### config.mk
export PLATFORM = sky130hd
export DESIGN_NAME = alu_exec_unit
export DESIGN_NICKNAME = d
export VERILOG_FILES = /design/src/rtl/alu_pkg.sv /design/src/rtl/alu_shift_step.sv /design/src/rtl/alu_exec_unit.sv
export SDC_FILE = /design/constraint.sdc
export NUM_CORES = 1
export LEC_CHECK = 0
export BUFFER_PORTS_ARGS = -buffer_cell sky130_fd_sc_hd__clkbuf_2
export CAP_MARGIN = 5
export CORE_ASPECT_RATIO = 0.7
export CORE_UTILIZATION = 55
export DETAILED_ROUTE_END_ITERATION = 16
export PLACE_DENSITY = 0.78
export SETUP_SLACK_MARGIN = 0.5
export SLEW_MARGIN = 5
export SYNTH_ARGS = -nofsm -noshare
export SYNTH_HDL_FRONTEND = slang
export SYNTH_SLANG_ARGS = --single-unit
### constraint.sdc
create_clock -name clk -period 2.3 [get_ports clk]
set_input_delay 0.345 -clock clk [delete_from_list [all_inputs] [get_ports clk]]
set_output_delay 0.345 -clock clk [all_outputs]
set_load 0.02 [all_outputs]
### src/rtl/alu_pkg.sv
// Shared definitions for the ALU execute stage: operation codes, FSM state encoding and helpers.
// Consumers compile with ALU_FAST_SHIFT_EN to select the single-cycle barrel shifter.
package alu_pkg;

  localparam int XLEN_DEFAULT = 32;

  localparam logic [3:0] ALU_ADD  = 4'b0000;
  localparam logic [3:0] ALU_SUB  = 4'b0001;
  localparam logic [3:0] ALU_XOR  = 4'b0010;
  localparam logic [3:0] ALU_OR   = 4'b0011;
  localparam logic [3:0] ALU_AND  = 4'b0100;
  localparam logic [3:0] ALU_SLL  = 4'b0101;
  localparam logic [3:0] ALU_SRL  = 4'b0110;
  localparam logic [3:0] ALU_SRA  = 4'b0111;
  localparam logic [3:0] ALU_SLT  = 4'b1000;
  localparam logic [3:0] ALU_SLTU = 4'b1001;

  typedef enum logic [1:0] {
    IDLE  = 2'd0,
    SHIFT = 2'd1,
    DONE  = 2'd2
  } state_t;

  function automatic logic alu_code_is_shift(input logic [3:0] code);
    return code inside {ALU_SLL, ALU_SRL, ALU_SRA};
  endfunction

endpackage

### src/rtl/alu_shift_step.sv
// Single-bit shift used once per SHIFT cycle by the serial shifter.
module alu_shift_step #(
  parameter int XLEN = 32
) (
  input  logic [XLEN-1:0] value,
  input  logic            left,
  input  logic            arith,
  output logic [XLEN-1:0] shifted
);

  always_comb begin
    if (left) shifted = {value[XLEN-2:0], 1'b0};
    else      shifted = {arith & value[XLEN-1], value[XLEN-1:1]};
  end

endmodule

### src/rtl/alu_exec_unit.sv
// ALU execute stage with valid/ready on both sides; shifts run 1 bit/cycle by default,
// or in one cycle through a barrel shifter when ALU_FAST_SHIFT_EN is defined.
module alu_exec_unit
  import alu_pkg::*;
#(
  parameter int XLEN    = XLEN_DEFAULT,
  parameter int SHAMT_W = $clog2(XLEN)
) (
  input  logic            clk,
  input  logic            rst_n,
  input  logic            in_valid,
  output logic            in_ready,
  input  logic [3:0]      control_in,
  input  logic [XLEN-1:0] op_a,
  input  logic [XLEN-1:0] op_b,
  output logic            out_valid,
  input  logic            out_ready,
  output logic [XLEN-1:0] result,
  output logic            zero,
  output logic            illegal
);

  state_t state, state_next;

  logic [SHAMT_W-1:0] shamt;
  logic               accept;
  logic               go_shift;
  logic               shift_done;
  logic [XLEN-1:0]    shift_res;
  logic [XLEN-1:0]    alu_res;
  logic               alu_ill;

  assign shamt    = op_b[SHAMT_W-1:0];
  // Held low during reset so upstream cannot hand over an op that would be dropped.
  assign in_ready = rst_n && ((state == IDLE) || (state == DONE && out_ready));
  assign accept   = in_valid && in_ready;

  // NOTE: every variable assigned in always_comb gets a default first, so no latch is inferred.
  always_comb begin
    alu_res = '0;
    alu_ill = 1'b0;
    case (control_in)
      ALU_ADD:  alu_res = op_a + op_b;
      ALU_SUB:  alu_res = op_a - op_b;
      ALU_XOR:  alu_res = op_a ^ op_b;
      ALU_OR:   alu_res = op_a | op_b;
      ALU_AND:  alu_res = op_a & op_b;
`ifdef ALU_FAST_SHIFT_EN
      ALU_SLL:  alu_res = op_a << shamt;
      ALU_SRL:  alu_res = op_a >> shamt;
      ALU_SRA:  alu_res = $unsigned($signed(op_a) >>> shamt);
`else
      // Only reached with shamt == 0; non-zero amounts go through the SHIFT state.
      ALU_SLL, ALU_SRL, ALU_SRA: alu_res = op_a;
`endif
      ALU_SLT:  alu_res = {{(XLEN-1){1'b0}}, $signed(op_a) < $signed(op_b)};
      ALU_SLTU: alu_res = {{(XLEN-1){1'b0}}, op_a < op_b};
      default:  alu_ill = 1'b1;
    endcase
  end

`ifdef ALU_FAST_SHIFT_EN
  assign go_shift   = 1'b0;
  assign shift_done = 1'b0;
  assign shift_res  = '0;
`else
  logic [SHAMT_W-1:0] cnt;
  logic [XLEN-1:0]    shift_q;
  logic [3:0]         shift_code;

  alu_shift_step #(.XLEN(XLEN)) u_shift_step (
    .value   (shift_q),
    .left    (shift_code == ALU_SLL),
    .arith   (shift_code == ALU_SRA),
    .shifted (shift_res)
  );

  assign go_shift   = alu_code_is_shift(control_in) && (shamt != '0);
  assign shift_done = (state == SHIFT) && (cnt == SHAMT_W'(1));

  always_ff @(posedge clk or negedge rst_n) begin
    if (!rst_n) begin
      cnt        <= '0;
      shift_q    <= '0;
      shift_code <= '0;
    end else if (accept && go_shift) begin
      cnt        <= shamt;
      shift_q    <= op_a;
      shift_code <= control_in;
    end else if (state == SHIFT) begin
      cnt     <= cnt - SHAMT_W'(1);
      shift_q <= shift_res;
    end
  end
`endif

  always_comb begin
    state_next = state;
    if (accept)                          state_next = go_shift ? SHIFT : DONE;
    else if (shift_done)                 state_next = DONE;
    else if (state == DONE && out_ready) state_next = IDLE;
  end

  // NOTE: sequential state uses non-blocking assignments so every register samples pre-edge values.
  always_ff @(posedge clk or negedge rst_n) begin
    if (!rst_n) state <= IDLE;
    else        state <= state_next;
  end

  always_ff @(posedge clk or negedge rst_n) begin
    if (!rst_n) begin
      result    <= '0;
      zero      <= 1'b0;
      illegal   <= 1'b0;
      out_valid <= 1'b0;
    end else if (accept && !go_shift) begin
      result    <= alu_res;
      zero      <= (alu_res == '0);
      illegal   <= alu_ill;
      out_valid <= 1'b1;
    end else if (shift_done) begin
      result    <= shift_res;
      zero      <= (shift_res == '0);
      illegal   <= 1'b0;
      out_valid <= 1'b1;
    end else if (accept || (state == DONE && out_ready)) begin
      out_valid <= 1'b0;
    end
  end

endmodule

==> results of run 1 <==
[metrics by stage]
stage | worst slack [ps] | cell area, um^2 | instances
after CTS | -915 | 15800 | 2038
after global placement | -1510 | 14100 | 1974
after detailed placement | -1540 | 14100 | 1974
after floorplan | -694 | 10300 | 1288
[synth_stat cells (all sizes together) (11+ instances only)]
cell type,number
inv,100
o22ai,18
or3,11
dfrtp,78
a31oi,11
a221o,21
nand4,22
nor2b,14
nand2,123
o21bai,13
mux2i,69
o31ai,17
nor2,117
o21ai,89
nand3,28
clkbuf,52
ha,115
a211oi,16
nor3,32
buf,26
a21oi,120
o221ai,18
nor4,17
[logic make-up after synthesis]
| family | count (synthesis) | synth area share, % |
|---|---|---|
| XOR/XNOR | 5 | 0.449 |
| AO/OA/AOI/OAI | 427 | 29.6 |
| flip-flops | 78 | 20.0 |
| adder cells (fa/ha/maj) | 117 | 15.2 |
| multiplexers | 73 | 7.54 |
| buffers and inverters | 178 | 7.25 |
| AND/OR/NAND/NOR | 410 | 20.0 |
[what timing repair did]
action                                  CTS
setup buffers                            47
endpoints found under the setup margin   71
resized for setup                       224
pin swaps                                63
cloned                                    1
==> metrics.txt, run 1 <==
Post-synth EDFFs 0; I/O pin cnt 108; Stop stage global routing; Synth Warn # 0; largest net degree at the start of global routing 79; syn nets 1,477; CTS sink cnt 78; run status stopped before the end; Worst End Pin Type register data pin; std cell rows 40; First Err [ERROR DPL-0038] Utilization greater than 100%, impossible to legalize; Root Buffer Master clkbuf_16; Die Wd 161 um; HPWL Detailed 34,400 um; synthesized cell area 9750 um^2; Async S/R FF share, synth 100%; Initial Util 56.5%; TritonCTS buffer count 9; # port buffers 107; Die Y 113 um; Synth Instances 1,288; register area share after synthesis 20.0%; H-tree levels 3; Synth area leaders dfrtp_1, ha_1, mux2i_1; Post-CTS Hold Buffers 0; Max clock buf depth 2; area share of the largest cell type after synthesis 20.0%; Synth area leader dfrtp_1; Synth Flop Type dfrtp_1; RePlAce Congestion 1.04; Syn Area/Cell 7.57 um^2; Distinct cells, synth 85; post-GRT worst EP zero$_DFFE_PN0P_/D; synthesis-stage register bit count 78
==> run 2: changes to the inputs <==
Settings changed: CORE_ASPECT_RATIO 0.7 to unset, CORE_UTILIZATION 55 to 40, PLACE_DENSITY 0.78 to unset, PLACE_DENSITY_LB_ADDON set to 0.15, SETUP_SLACK_MARGIN 0.5 to unset.
Clock period 2.3 ns to 3 ns, I/O delays scaled along.
==> run 2 against run 1 <==
  * The flow now finishes, with violations (setup timing)
  * Synthesized cell count unchanged
  * Synthesized area unchanged
==> metrics.txt, run 2 <==
run status complete, but fails checks; failing checks setup timing; Synth area leaders dfrtp_1, ha_1, mux2i_1; Setup-failing EPs final 7; Worst Clk Skew 9.85 ps; vias in the first global route 11,255; first-pass GRT wire length 61,300 um; syn nets 1,477 (unchanged); slowest CP cell a222oi_1; VDD IR max 0.000463 V; latest clock arrival within the worst-skew pair 340 ps; worst-path fanout max 3; multi-input logic area 7960 um^2; P&R area growth vs syn 52.8%; Post-CTS Hold Buffers 0 (unchanged); Post-synth top cells nand2_1, a21oi_1, nor2_1; vias post-DR 11,834; HPWL Detailed 32,400 um (-5.8%); Routed Wire Length 40,300 um; core area 23,700 um^2; Critical Path RT 3250 ps; Crit path arrival time 3470 ps; Distinct cells, synth 85 (unchanged); WS Path Type primary input to register; RePlAce Congestion 0.964 (-7.7%); fin area 14,900 um^2; I/O pin cnt 108 (unchanged); RSZ-0062 raised after global routing true; TritonCTS buffer count 9 (unchanged); Tot Pwr 7.01 mW; total track usage 32.1%; Slew Viols, Final 0; Detailed Routing Iterations Pass 1 5; Async S/R FF share, synth 100% (unchanged); initial antenna violation count 0; nets 1,935; Root Buffer Master clkbuf_16; Synth area leader dfrtp_1; WHS 311 ps; most common cell in the netlist nand2_1; # fillers 2,145; H-tree levels 3 (unchanged); Via density 5.72; crit-path max cell delay 400 ps; relative slew slack 35.2%; Synth Flop Type dfrtp_1; Setup TNS Final -791 ps; register area share after synthesis 20.0% (unchanged); Crit. End Element register; FF+latch area 1950 um^2; 1st-iter DRT viols 1,148; Post-synth EDFFs 0 (unchanged); Final ANT Viol Nets 0; Die Y 158 um (+39%); Max Cap Viol 0; Synth Instances 1,288 (unchanged); PD cells 470 nW/um^2; crit share post-route 108%; # port buffers 107 (unchanged); Max clock buf depth 2 (unchanged); Die Footprint 25,000 um^2; Final Core Density 62.9%; std cell rows 56 (+40%); layout cells sized above 1 40.0%; placed cell area 13,600 um^2 (-3.0%); Initial Util 41.2% (-15 points); largest net degree at the start of global routing 79; kind of start point of the critical path primary input; commonest non-fill, non-tap cell in the layout buf_4; min Tclk post-route 3230 ps; synthesized cell area 9750 um^2 (unchanged); CTS sink cnt 78 (unchanged); fin worst setup slack -226 ps; Syn Area/Cell 7.57 um^2 (unchanged); commonest cells after routing, fill and taps aside buf_4, nand2_1, nor2_1; synthesis-stage register bit count 78 (unchanged); CP cell instances clkbuf_16, inv_12, ha_4, fa_2, o21bai_4, a41oi_2, buf_4, a211o_1, o2111ai_4, a21oi_4, o31a_1, a222oi_1, a21oi_2, nor4_2, nand4_1, o31ai_2; leakage power 6.98 nW; HP Class primary input to asynchronous set/reset pin; total grt overflow 0; Antenna Cells 0; biggest regs result x32, shift_q x32, cnt x5; CTS clk-pin slew, worst paths 60 ps; TritonCTS clock tree done; Slew @ Worst Pin 972 ps; area share of the largest cell type after synthesis 20.0% (unchanged); routed length per instance 19.5 um; drc violations 0; Synth Warn # 0 (unchanged); Hold Vio Cnt, Final 0; Die Wd 158 um (-1.9%); Fmax 310 MHz
run 2: cell counts after synthesis:
No cell type changed its count.
run 2: worst paths after layout:
check                              startpoint       endpoint  slack, ps  cells after the start
worst max-delay path                  op_a[0]           zero       -230                     16
worst min-delay path                    rst_n       state[1]        310                      2
worst max register to register  shift_code[3]           zero        310                     10
worst min register to register  shift_code[2]  shift_code[2]        480                      1
max in group asynchronous               rst_n      out_valid       2010                      2
min in group clk                    out_ready       state[1]        420                      4
run 2: power breakdown:
part / total [mW] / internal [mW] / switching, mW
Combinational: 4.05 / 1.76 / 2.29
Clock: 1.10 / 0.654 / 0.449
Sequential: 1.86 / 1.51 / 0.342
run 2: worst max-delay path, delay by kind of cell:
kind | cells | cell delay, ps
simple gates | 2 | 320
buf+inv | 3 | 340
compound gates | 9 | 1810
fa+ha+maj | 2 | 530
run 2: logic make-up after synthesis:
| family | Yosys count | synth area share, % |
|---|---|---|
| AO/OA/AOI/OAI | 427 | 29.6 |
| XOR/XNOR | 5 | 0.449 |
| adder cells (fa/ha/maj) | 117 | 15.2 |
| buffers and inverters | 178 | 7.25 |
| flip-flops | 78 | 20.0 |
| multiplexers | 73 | 7.54 |
| AND/OR/NAND/NOR | 410 | 20.0 |
run 2: final cells by class:
cell class / count / area share (%)
tap: 319 / 2.68
multi-input combinational: 1032 / 53.4
sequential: 78 / 13.1
clock inverter: 7 / 0.546
inverter: 100 / 2.69
clock buffer: 9 / 1.51
timing repair buffer: 525 / 26.0
run 2: per-layer routing:
layer | routed length (um) | GRT usage [%] | part of all wire, % | up-vias
met5 | 0 | 0 | 0 | -
met4 | 1310 | 11.4 | 3.3 | 0
met3 | 2810 | 3.28 | 7.0 | 95
met2 | 17700 | 50.5 | 44 | 494
met1 | 18400 | 45.1 | 46 | 5598
li1 | - | - | - | 5647
run 2: through the flow:
stage                     setup WS, ps  std cells
after CTS                         -262       2052
after global placement           -1020       2027
after detailed placement         -1130       2027
after global routing              -369       2070
after floorplan                  -99.8       1288
final                             -226       2070
run 2: repair_timing:
action	4_1_cts	5_1_grt
buffers inserted	9	19
setup endpoints to repair	14	14
pin swaps	24	43
gates resized for setup	61	113
Note: power is estimated with default switching activity, not from simulation.
